`config.mk`:
```
export PLATFORM = sky130hd
export DESIGN_NAME = alu_bist_ctrl
export DESIGN_NICKNAME = d
export VERILOG_FILES = /design/src/rtl/alu_bist_pkg.sv /design/src/rtl/bist_lfsr32.sv /design/src/rtl/alu_bist_ctrl.sv
export SDC_FILE = /design/constraint.sdc
export NUM_CORES = 1
export LEC_CHECK = 0
export BUFFER_PORTS_ARGS = -buffer_cell sky130_fd_sc_hd__buf_4
export CAP_MARGIN = 10
export CORE_ASPECT_RATIO = 0.9
export CORE_MARGIN = 2
export CORE_UTILIZATION = 40
export CTS_CLUSTER_DIAMETER = 100
export CTS_CLUSTER_SIZE = 25
export DETAILED_ROUTE_END_ITERATION = 6
export PLACE_DENSITY_LB_ADDON = 0.2
export SKIP_CTS_REPAIR_TIMING = 1
export SLEW_MARGIN = 20
export SYNTH_ARGS = -nofsm -noshare
export SYNTH_HDL_FRONTEND = slang
export SYNTH_SLANG_ARGS = --single-unit
export TNS_END_PERCENT = 5
```
`constraint.sdc`:
```
create_clock -name clk -period 4.7 [get_ports clk]
set_clock_uncertainty 0.1 [all_clocks]
set_input_delay 0.705 -clock clk [delete_from_list [all_inputs] [get_ports clk]]
set_output_delay 0.705 -clock clk [all_outputs]
set_load 0.005 [all_outputs]
```
`src/rtl/alu_bist_pkg.sv`:
```
// Shared types and constants for the ALU BIST sequencer: state encoding,
// LFSR polynomial taps and the default seed.
package alu_bist_pkg;

  typedef enum logic [1:0] {
    IDLE  = 2'd0,
    RUN   = 2'd1,
    DONE  = 2'd2,
    CHECK = 2'd3
  } state_e;

  // x^32 + x^22 + x^2 + x + 1 expressed as register bits 31, 21, 1, 0
  localparam logic [31:0] LFSR_TAPS    = 32'h8020_0003;
  localparam logic [31:0] DEFAULT_SEED = 32'hACE1_1234;

  function automatic logic [31:0] lfsr_next(input logic [31:0] l);
    return {l[30:0], ^(l & LFSR_TAPS)};
  endfunction

endpackage

```
`src/rtl/bist_lfsr32.sv`:
```
// 32-bit Fibonacci LFSR pattern source; load has priority over step and
// reset returns the register to the seed.
module bist_lfsr32
  import alu_bist_pkg::*;
(
  input  logic        clk,
  input  logic        rst,
  input  logic        load,
  input  logic [31:0] seed,
  input  logic        step,
  output logic [31:0] q
);

  logic [31:0] lfsr_q;
  logic [31:0] lfsr_d;

  always_comb begin
    lfsr_d = lfsr_q;
    if (load) begin
      lfsr_d = seed;
    end else if (step) begin
      lfsr_d = lfsr_next(lfsr_q);
    end
  end

  always_ff @(posedge clk) begin
    if (rst) begin
      lfsr_q <= seed;
    end else begin
      lfsr_q <= lfsr_d;
    end
  end

  assign q = lfsr_q;

endmodule

```
`src/rtl/alu_bist_ctrl.sv`:
```
// BIST sequencer for the primary/spare ALU wrapper: runs a burst of LFSR
// patterns, pulses test_done, then samples the wrapper's fault flag.
module alu_bist_ctrl
  import alu_bist_pkg::*;
#(
  parameter int unsigned N_PATTERNS  = 256,
  parameter logic [31:0] LFSR_SEED   = DEFAULT_SEED,
  parameter int unsigned AUTO_PERIOD = 0
) (
  input  logic        clk,
  input  logic        rst,
  input  logic        start,
  input  logic        fault_in,
  output logic        test_en,
  output logic        test_done,
  output logic [31:0] lfsr_out,
  output logic        busy,
  output logic        pass,
  output logic        fail
);

  localparam int CNT_W = $clog2(N_PATTERNS);
  localparam logic [CNT_W-1:0] CNT_LAST = CNT_W'(N_PATTERNS - 1);

  state_e           state_q, state_d;
  logic [CNT_W-1:0] cnt_q, cnt_d;
  logic             pass_q, pass_d;
  logic             fail_q, fail_d;
  logic             auto_trig;
  logic             go;

  assign go = start | auto_trig;

  // Idle timer exists only when periodic re-checking is enabled
  if (AUTO_PERIOD > 0) begin : g_auto
    localparam int TMR_W = $clog2(AUTO_PERIOD + 1);
    localparam logic [TMR_W-1:0] TMR_LAST = TMR_W'(AUTO_PERIOD - 1);

    logic [TMR_W-1:0] tmr_q, tmr_d;

    always_comb begin
      tmr_d = '0;
      if (state_q == IDLE && !go) begin
        tmr_d = tmr_q + 1'b1;
      end
    end

    always_ff @(posedge clk) begin
      if (rst) begin
        tmr_q <= '0;
      end else begin
        tmr_q <= tmr_d;
      end
    end

    assign auto_trig = (state_q == IDLE) && (tmr_q == TMR_LAST);
  end else begin : g_no_auto
    assign auto_trig = 1'b0;
  end

  always_comb begin
    state_d = state_q;
    cnt_d   = cnt_q;
    pass_d  = pass_q;
    fail_d  = fail_q;
    case (state_q)
      IDLE: begin
        if (go) begin
          state_d = RUN;
          cnt_d   = '0;
        end
      end
      RUN: begin
        cnt_d = cnt_q + 1'b1;
        if (cnt_q == CNT_LAST) begin
          state_d = DONE;
        end
      end
      DONE: state_d = CHECK;
      CHECK: begin
        pass_d  = ~fault_in;
        fail_d  = fail_q | fault_in;
        state_d = IDLE;
      end
      default: state_d = IDLE;
    endcase
  end

  always_ff @(posedge clk) begin
    if (rst) begin
      state_q <= IDLE;
      cnt_q   <= '0;
      pass_q  <= 1'b0;
      fail_q  <= 1'b0;
    end else begin
      state_q <= state_d;
      cnt_q   <= cnt_d;
      pass_q  <= pass_d;
      fail_q  <= fail_d;
    end
  end

  bist_lfsr32 u_lfsr (
    .clk  (clk),
    .rst  (rst),
    .load ((state_q == IDLE) && go),
    .seed (LFSR_SEED),
    .step (state_q == RUN),
    .q    (lfsr_out)
  );

  assign test_en   = (state_q == RUN);
  assign test_done = (state_q == DONE);
  assign busy      = (state_q != IDLE);
  assign pass      = pass_q;
  assign fail      = fail_q;

endmodule
```
Word level (Yosys, flattened, before mapping)
Cells that the tools add are included.

Input bits: 4. Flip-flop bits (word level): 44. Output and inout bits: 37.

Bitwise logic cells: 2. Muxes and demuxes: 5. Equality and inequality tests: 6. Reduce and logical (&&, ||, !) cells: 8. $add $sub $neg: 1.

Operators by type and width (number): $reduce_xor 32->1 (1); $pmux 8 s2 (1); $add 8x1->8 const B (1); $eq 8x8->1 const B (1); $mux 8 (1); $pmux 2 s4 (1); $eq 2x2->1 const B (2); $mux 2 (2); $reduce_and 2->1 (2); $reduce_bool 2->1 (2); $eq 2x1->1 const B (1); $logic_not 2->1 (1); $ne 2x1->1 const B (1); $ne 2x2->1 const B (1); $reduce_or 2->1 (1); $logic_and 1x1->1 (1); $not 1->1 (1); $or 1x1->1 (1).

Logic depth before layout (Yosys ltp)
Gate-level depths: netlist of the first run.

Depth after elaboration: 3. Depth in mapped cells: 7.

Hierarchy
From an unflattened synthesis of the first run, not the netlist that was laid out.

Cells, all modules: 139. Area total of the unflattened synthesis: 2001.9 um^2.

Modules (own cells, without submodules): bist_lfsr32 (cells each 73, instances 1, sequential area each 960.9 um^2, area each 1412.6 um^2); alu_bist_ctrl (cells each 66, instances 1, sequential area each 240.2 um^2, area each 589.3 um^2).

Least setup slack after synthesis of the first run
Ideal clock, no wire load.

Path kind: input to register. From: in rst. To: reg u_lfsr.lfsr_q[0] (netlist: u_lfsr.q[0]). Path slack: 2.980 ns. Path buffers: 2. Stages on the path: 5. Setup time: 0.117 ns. Required time: 4.483 ns. Arrival: 1.503 ns. Path through: clkbuf_1 inv_1 nand2_1 buf_2 nor2_1.

Cells in the longest elaborated chain, start to end: 1.

Ends and longest elaborated chain: start: declaration (line alu_bist_ctrl.sv:11) `input logic rst,`; $reduce_or 2->1 (no line); end signal: assignment (line bist_lfsr32.sv:30) `lfsr_q <= lfsr_d;`; end: declaration (line bist_lfsr32.sv:14) `logic [31:0] lfsr_q;`.

Every way passes these cells. A chain may end at the register's enable or synchronous reset.

Worst setup path in the final report of the first run
From: reg state_q[1]. To: out test_en.

Cells in the longest elaborated chain, start to end: 1.

Ends and longest elaborated chain: start: declaration (line alu_bist_ctrl.sv:25) `state_e state_q, state_d;`; start signal: assignment (line alu_bist_ctrl.sv:96) `state_q <= state_d;`; $eq 2x1->1 (line alu_bist_ctrl.sv:112) `assign test_en = (state_q == RUN);`; end: declaration (line alu_bist_ctrl.sv:14) `output logic test_en,`.

Every way passes these cells.

==> metrics.yaml, run 1 <==
synth:
  synth_edf_count: 0
  syn_area_per_cell_um2: 9.91
  synth_seq_area_share_pct: 50.8
  synth_nets: 184
  async_reset_ff_share_pct: 0
  ys_ff_latch: 44
  yosys_warnings: 0
  synth_cell_types: 24
  synth_area_leader_cell: "dfxtp_1"
  synthAdderAreaFrac_pct: 3.61
  synth_area_um2: 1730
  synthXorXnorAreaFrac_pct: 3.03
  synth.mux.area_fraction_pct: 18.7
  synth_top_area_share_pct: 50.8
  synthFlopType: "dfxtp_1"
  synth_top_family_by_area: "multiplexers"
  synth_area_leaders: "dfxtp_1 (51%), mux2i_1 (18%), nor2_1 (5.8%)"
  synth_compound_area_share_pct: 5.56
  synthSimpleGateAreaFrac_pct: 15.6
  synthCells: 175
sta:
  clock.fmax_ghz: 0.427
  tns_ns: 0
  setup_viol: 0
  final_hold_viol_count: 0
  tightest_slew_ns: 0.650
  grt_setup_unrepaired: "false"
  finalCritPeriodShare_pct: 49.9
  relSlewSlack_pct: 56.6
  fin_crit_ns: 2.34
  finalMaxSlewViolations: 0
grt:
  grt_pass1_wl_um: 5590
  grt_pass1_vias: 1253
  overflow: 0
  grt_antenna_before_repair: 0
  grt_max_degree: 41
  grt_use_total_pct: 15.3
placement:
  placed_cells: 256
  routabilityCongestion: 0.788
  io_buffers: 40
  hpwlAfterDp_um: 2450
worst_setup_path:
  crit_end: "test_en"
  critical_path.reg2reg.startpoint: "state_q[1]"
  crit_required_ns: 3.89
  rrSetupSlack_ns: 2.62
  ff2ff_path_depth: 6
  cp.arrival_ns: 1.54
  startpoint: "state_q[1]"
  reg2reg_to: "cnt_q[6]"
  crit_path_max_fanout: 40
  end_kind: "output pin"
  crit_type: "reg -> out"
  worstSetupStartpointType: "flip-flop"
route:
  finalWirelength_um: 3420
  vias: 1304
  dr.pass1.iters: 5
  post-route-drc-count: 0
  postRouteAntennaNets: 0
  first_iter_violations: 38
  vias_per_cell: 4.94
  routedWlPerCell_um: 12.9
clock_tree:
  cts_tree: "built"
  numCtsBuffers: 5
  path_clk_slew_ns: 0.08
  htree_levels: 2
  worstSkewPairLatency_ns: 0.29
  cts_buffer_depth: 2
  root_buffer: "clkbuf_8"
  numClockSinks: 44
status:
  status: "complete, no violations"
min_path:
  hold_start: "fail"
  hold_path_class: "reg -> reg"
finish:
  n_fill_cell: 395
  fin_nets: 224
  layout_common_cells: "dfxtp_1 (44), buf_4 (40), mux2i_1 (31)"
  stdcell_count: 264
  antenna-diode-count: 0
  layout-drive-gt1-share_pct: 24.1
  final_common_cell: "dfxtp_1"
  syn_to_final_growth_pct: 25.2
floorplanning:
  ios: 41
  dieArea_um2: 4880
  fp.dieH_um: 66.5
  rows: 22
  die_w_um: 73.4
  initial_core_util_pct: 42.0
  coreArea_um2: 4130
run:
  maxCapViolCount: 0
power:
  leakage_nw: 0.883
  power_density_nw_per_um2: 550
  ir_drop_v: 0.000437
[synthesized netlist by cell type (all sizes together), types with 3 or more instances]
library cell	instances
nor2	27
ha	5
buf	5
nand2b	3
mux2i	32
a211oi	3
xnor2	6
nand2	20
dfxtp	44
o21ai	4
a21oi	7
inv	4
[worst min-delay path by stage]
stage | endpoint | cells past startpoint
global placement | fail | 2
CTS | fail | 2
detailed placement | fail | 2
floorplan | cnt_q[0] | 2
finish | fail | 2
global route | pass | 2
[logic make-up (layout without fill, tap and decap cells)]
| family | count (synthesis) | in the layout |
|---|---|---|
| and+or+nand+nor | 61 | 61 |
| DFF | 44 | 44 |
| muxes | 32 | 32 |
| AOI/OAI and AO/OA | 16 | 16 |
| buffers and inverters | 11 | 52 |
| xor gates and xnor gates | 6 | 6 |
| adders and majority gates | 5 | 5 |
[routing by layer]
layer	up-vias	wire (µm)	global-route usage [%]
li1	669	-	-
met1	603	1630	18.7
met2	28	1620	24.9
met3	4	138	5.90
met4	0	27	4.55
met5	-	0	0
[power by group]
group	total, W	leakage [nW]	internal (W)	switching, W
combinational	0.000453	0.474	0.000228	0.000225
clock	0.000240	0.0510	0.000117	0.000122
sequential	0.000501	0.358	0.000442	0.0000589
[through the flow]
step                      power [W]  util, %  cell area (µm²)  hold WS, ns  worst slack, ns
final                       0.00119     52.6             2170        0.393             2.36
after global routing        0.00128     52.6             2170        0.412             2.25
after CTS                   0.00120     52.2             2160        0.404             1.97
after detailed placement   0.000964     50.0             2060        0.381             2.19
after global placement     0.000944     50.0             2060        0.358             2.30
after floorplan            0.000795        -             1730        0.357             2.98
[worst max-delay path, cell delays in order (launching register included)]
cell and delay (ns):
dfxtp_1 0.33, inv_1 0.13, ha_4 0.56, buf_4 0.22
[registers in the layout, summed over array words and instances, names as in the netlist]
register and cells:
u_lfsr.q 32, cnt_q 8, state_q 2, fail 1, pass 1
[final cells by class]
cell class	instances	area, µm²	share of cell area [%]
Sequential cell	44	881	40.6
Multi-Input combinational cell	120	822	37.9
Timing Repair Buffer	40	300	13.8
Clock buffer	6	82.6	3.80
Tap cell	48	60.1	2.77
Inverter	4	15.0	0.692
Clock inverter	2	10.0	0.461
Power figures use the tool's default switching activity.
==> inputs of run 2 (changes only) <==
==> constraint.sdc (replaced) <==
create_clock -name clk -period 2.38 [get_ports clk]
set_clock_uncertainty 0.1 [all_clocks]
set_input_delay 0.357 -clock clk [delete_from_list [all_inputs] [get_ports clk]]
set_output_delay 0.357 -clock clk [all_outputs]
set_load 0.005 [all_outputs]
==> run 2 against run 1 <==
Effect of this change:
- critical path type is now reg -> reg
- global-route usage increased by 0.21 points
- sequential power increased by 97%
- final area grew 0.58%
- register-to-register slack worse by 2.1 ns
- via count up 2.5%
- non-clock buffer count is 3 higher
- routed wire length up 3.3%
- die area unchanged
- sequential share of layout area shrank 0.23 points
- total power is 100% higher
- flip-flop and latch count is the same
- combinational power rose by 100%
- critical endpoint is now state_q[1]
==> metrics.yaml, run 2 (synthesized netlist as in run 1, its figures left out) <==
grt:
  grt_pass1_wl_um: 5780
  overflow: 0
  grt_pass1_vias: 1272
  grt_antenna_before_repair: 0
  gr-usage-met3_pct: 3.93
  use_met1_pct: 19.5
  use_met2_pct: 25.3
  grt_max_degree: 24
  grt_use_total_pct: 15.5
  grt.busiest_layer: "met2"
route:
  postRouteAntennaNets: 0
  first_iter_violations: 45
  vias: 1337
  vias_per_cell: 5.03
  dr.pass1.iters: 4
  post-route-drc-count: 0
  routedWlPerCell_um: 13.3
  finalWirelength_um: 3530
status:
  status: "complete, no violations"
worst_setup_path:
  path_buf_inv: 2
  worstSetupStartpointType: "flip-flop"
  ff2ff_path_depth: 6
  crit_type: "reg -> reg"
  path_delay_family: "compound AO/OA/AOI/OAI gates"
  cpMaxStageDelayCell: "dfxtp_1"
  cp_num_cells: 6
  crit_path_max_fanout: 23
  cpPeakStageDelay_ns: 0.34
  rrSetupSlack_ns: 0.52
  crit_chain: "inv_1 > ha_2 > buf_4 > o21ai_0 > a211oi_1 > a41o_1"
  crit_required_ns: 2.52
  cp.arrival_ns: 2.00
  end_kind: "flip-flop"
min_path:
  hold_depth: 2
  hold_path_class: "in -> reg"
floorplanning:
  die_w_um: 73.4
  initial_core_util_pct: 42.0
  coreArea_um2: 4130
  fp.dieH_um: 66.5
  ios: 41
  dieArea_um2: 4880
  rows: 22
finish:
  fin_area_um2: 2180
  antenna-diode-count: 0
  layout-drive-gt1-share_pct: 24.3
  final_common_cell: "dfxtp_1"
  syn_to_final_growth_pct: 25.9
  fin_nets: 227
  layout_common_cells: "dfxtp_1 (44), buf_4 (43), mux2i_1 (31)"
  largest_reg_flops: 32
sta:
  grt_setup_unrepaired: "false"
  final_hold_viol_count: 0
  tns_ns: 0
  finalMaxSlewViolations: 0
  clock.fmax_ghz: 0.538
  tightest_slew_ns: 0.685
  setup_viol: 0
  fin_crit_ns: 1.86
  fin_hold_ws_ns: 0.155
  finalCritPeriodShare_pct: 78.1
  relSlewSlack_pct: 54.2
placement:
  place_area_um2: 2090
  hpwlAfterDp_um: 2600
  io_buffers: 40
  routabilityCongestion: 0.763
clock_tree:
  numClockSinks: 44
  root_buffer: "clkbuf_8"
  worstSkewPairLatency_ns: 0.29
  htree_levels: 2
  numCtsBuffers: 5
  cts_tree: "built"
  cts_buffer_depth: 2
  path_clk_slew_ns: 0.08
run:
  maxCapViolCount: 0
power:
  ir_drop_v: 0.000539
  leakage_nw: 0.896
  power_density_nw_per_um2: 1090
## run 2: changes by cell type in the layout (fill, tap and decap cells not counted), sizes merged
cell,delta
clkbuf,+1
clkinv,-2
buf,+3
## run 2: power breakdown
group	internal (W)	switching (W)	leakage, nW
logic	0.000455	0.000451	0.488
clock network	0.000258	0.000235	0.0503
registers	0.000873	0.000113	0.358
total	0.00159	0.000799	0.896
## run 2: stage by stage
step / instances / power, W / setup slack, ns / utilization (%)
2_1_floorplan: 175 / 0.00157 / 0.783 / -
3_3_place_gp: 259 / 0.00187 / 0.675 / 50.5
3_5_place_dp: 259 / 0.00192 / 0.579 / 50.5
4_1_cts: 266 / 0.00241 / 0.539 / 52.9
5_1_grt: 266 / 0.00253 / 0.367 / 52.9
6_report: 266 / 0.00238 / 0.521 / 52.9
## run 2: cell type report
class	count	area (µm²)
flip-flops and latches	44	881
fillers	394	1950
well taps	48	60.1
inverters	4	15.0
multi-input cells	120	808
repair buffers	43	323
clock buffers	7	96.3
## run 2: worst reg2reg max path: cells and delay by family (launching register included)
| family | cells | cell delay [ns] |
|---|---|---|
| AOI/OAI and AO/OA | 3 | 0.72 |
| adders and majority gates | 1 | 0.22 |
| DFF | 1 | 0.34 |
| buffers and inverters | 2 | 0.43 |
## run 2: final timing paths
kind	startpoint	end
worst max-delay path	state_q[1]	state_q[1]
worst min-delay path	fault_in	pass
worst max register to register	state_q[1]	state_q[1]
worst min register to register	fail	fail
## run 2: metal layers
| layer | up-vias | wire length [µm] |
|---|---|---|
| met4 | 0 | 54 |
| li1 | 675 | - |
| met2 | 38 | 1630 |
| met5 | - | 0 |
| met3 | 5 | 174 |
| met1 | 619 | 1660 |
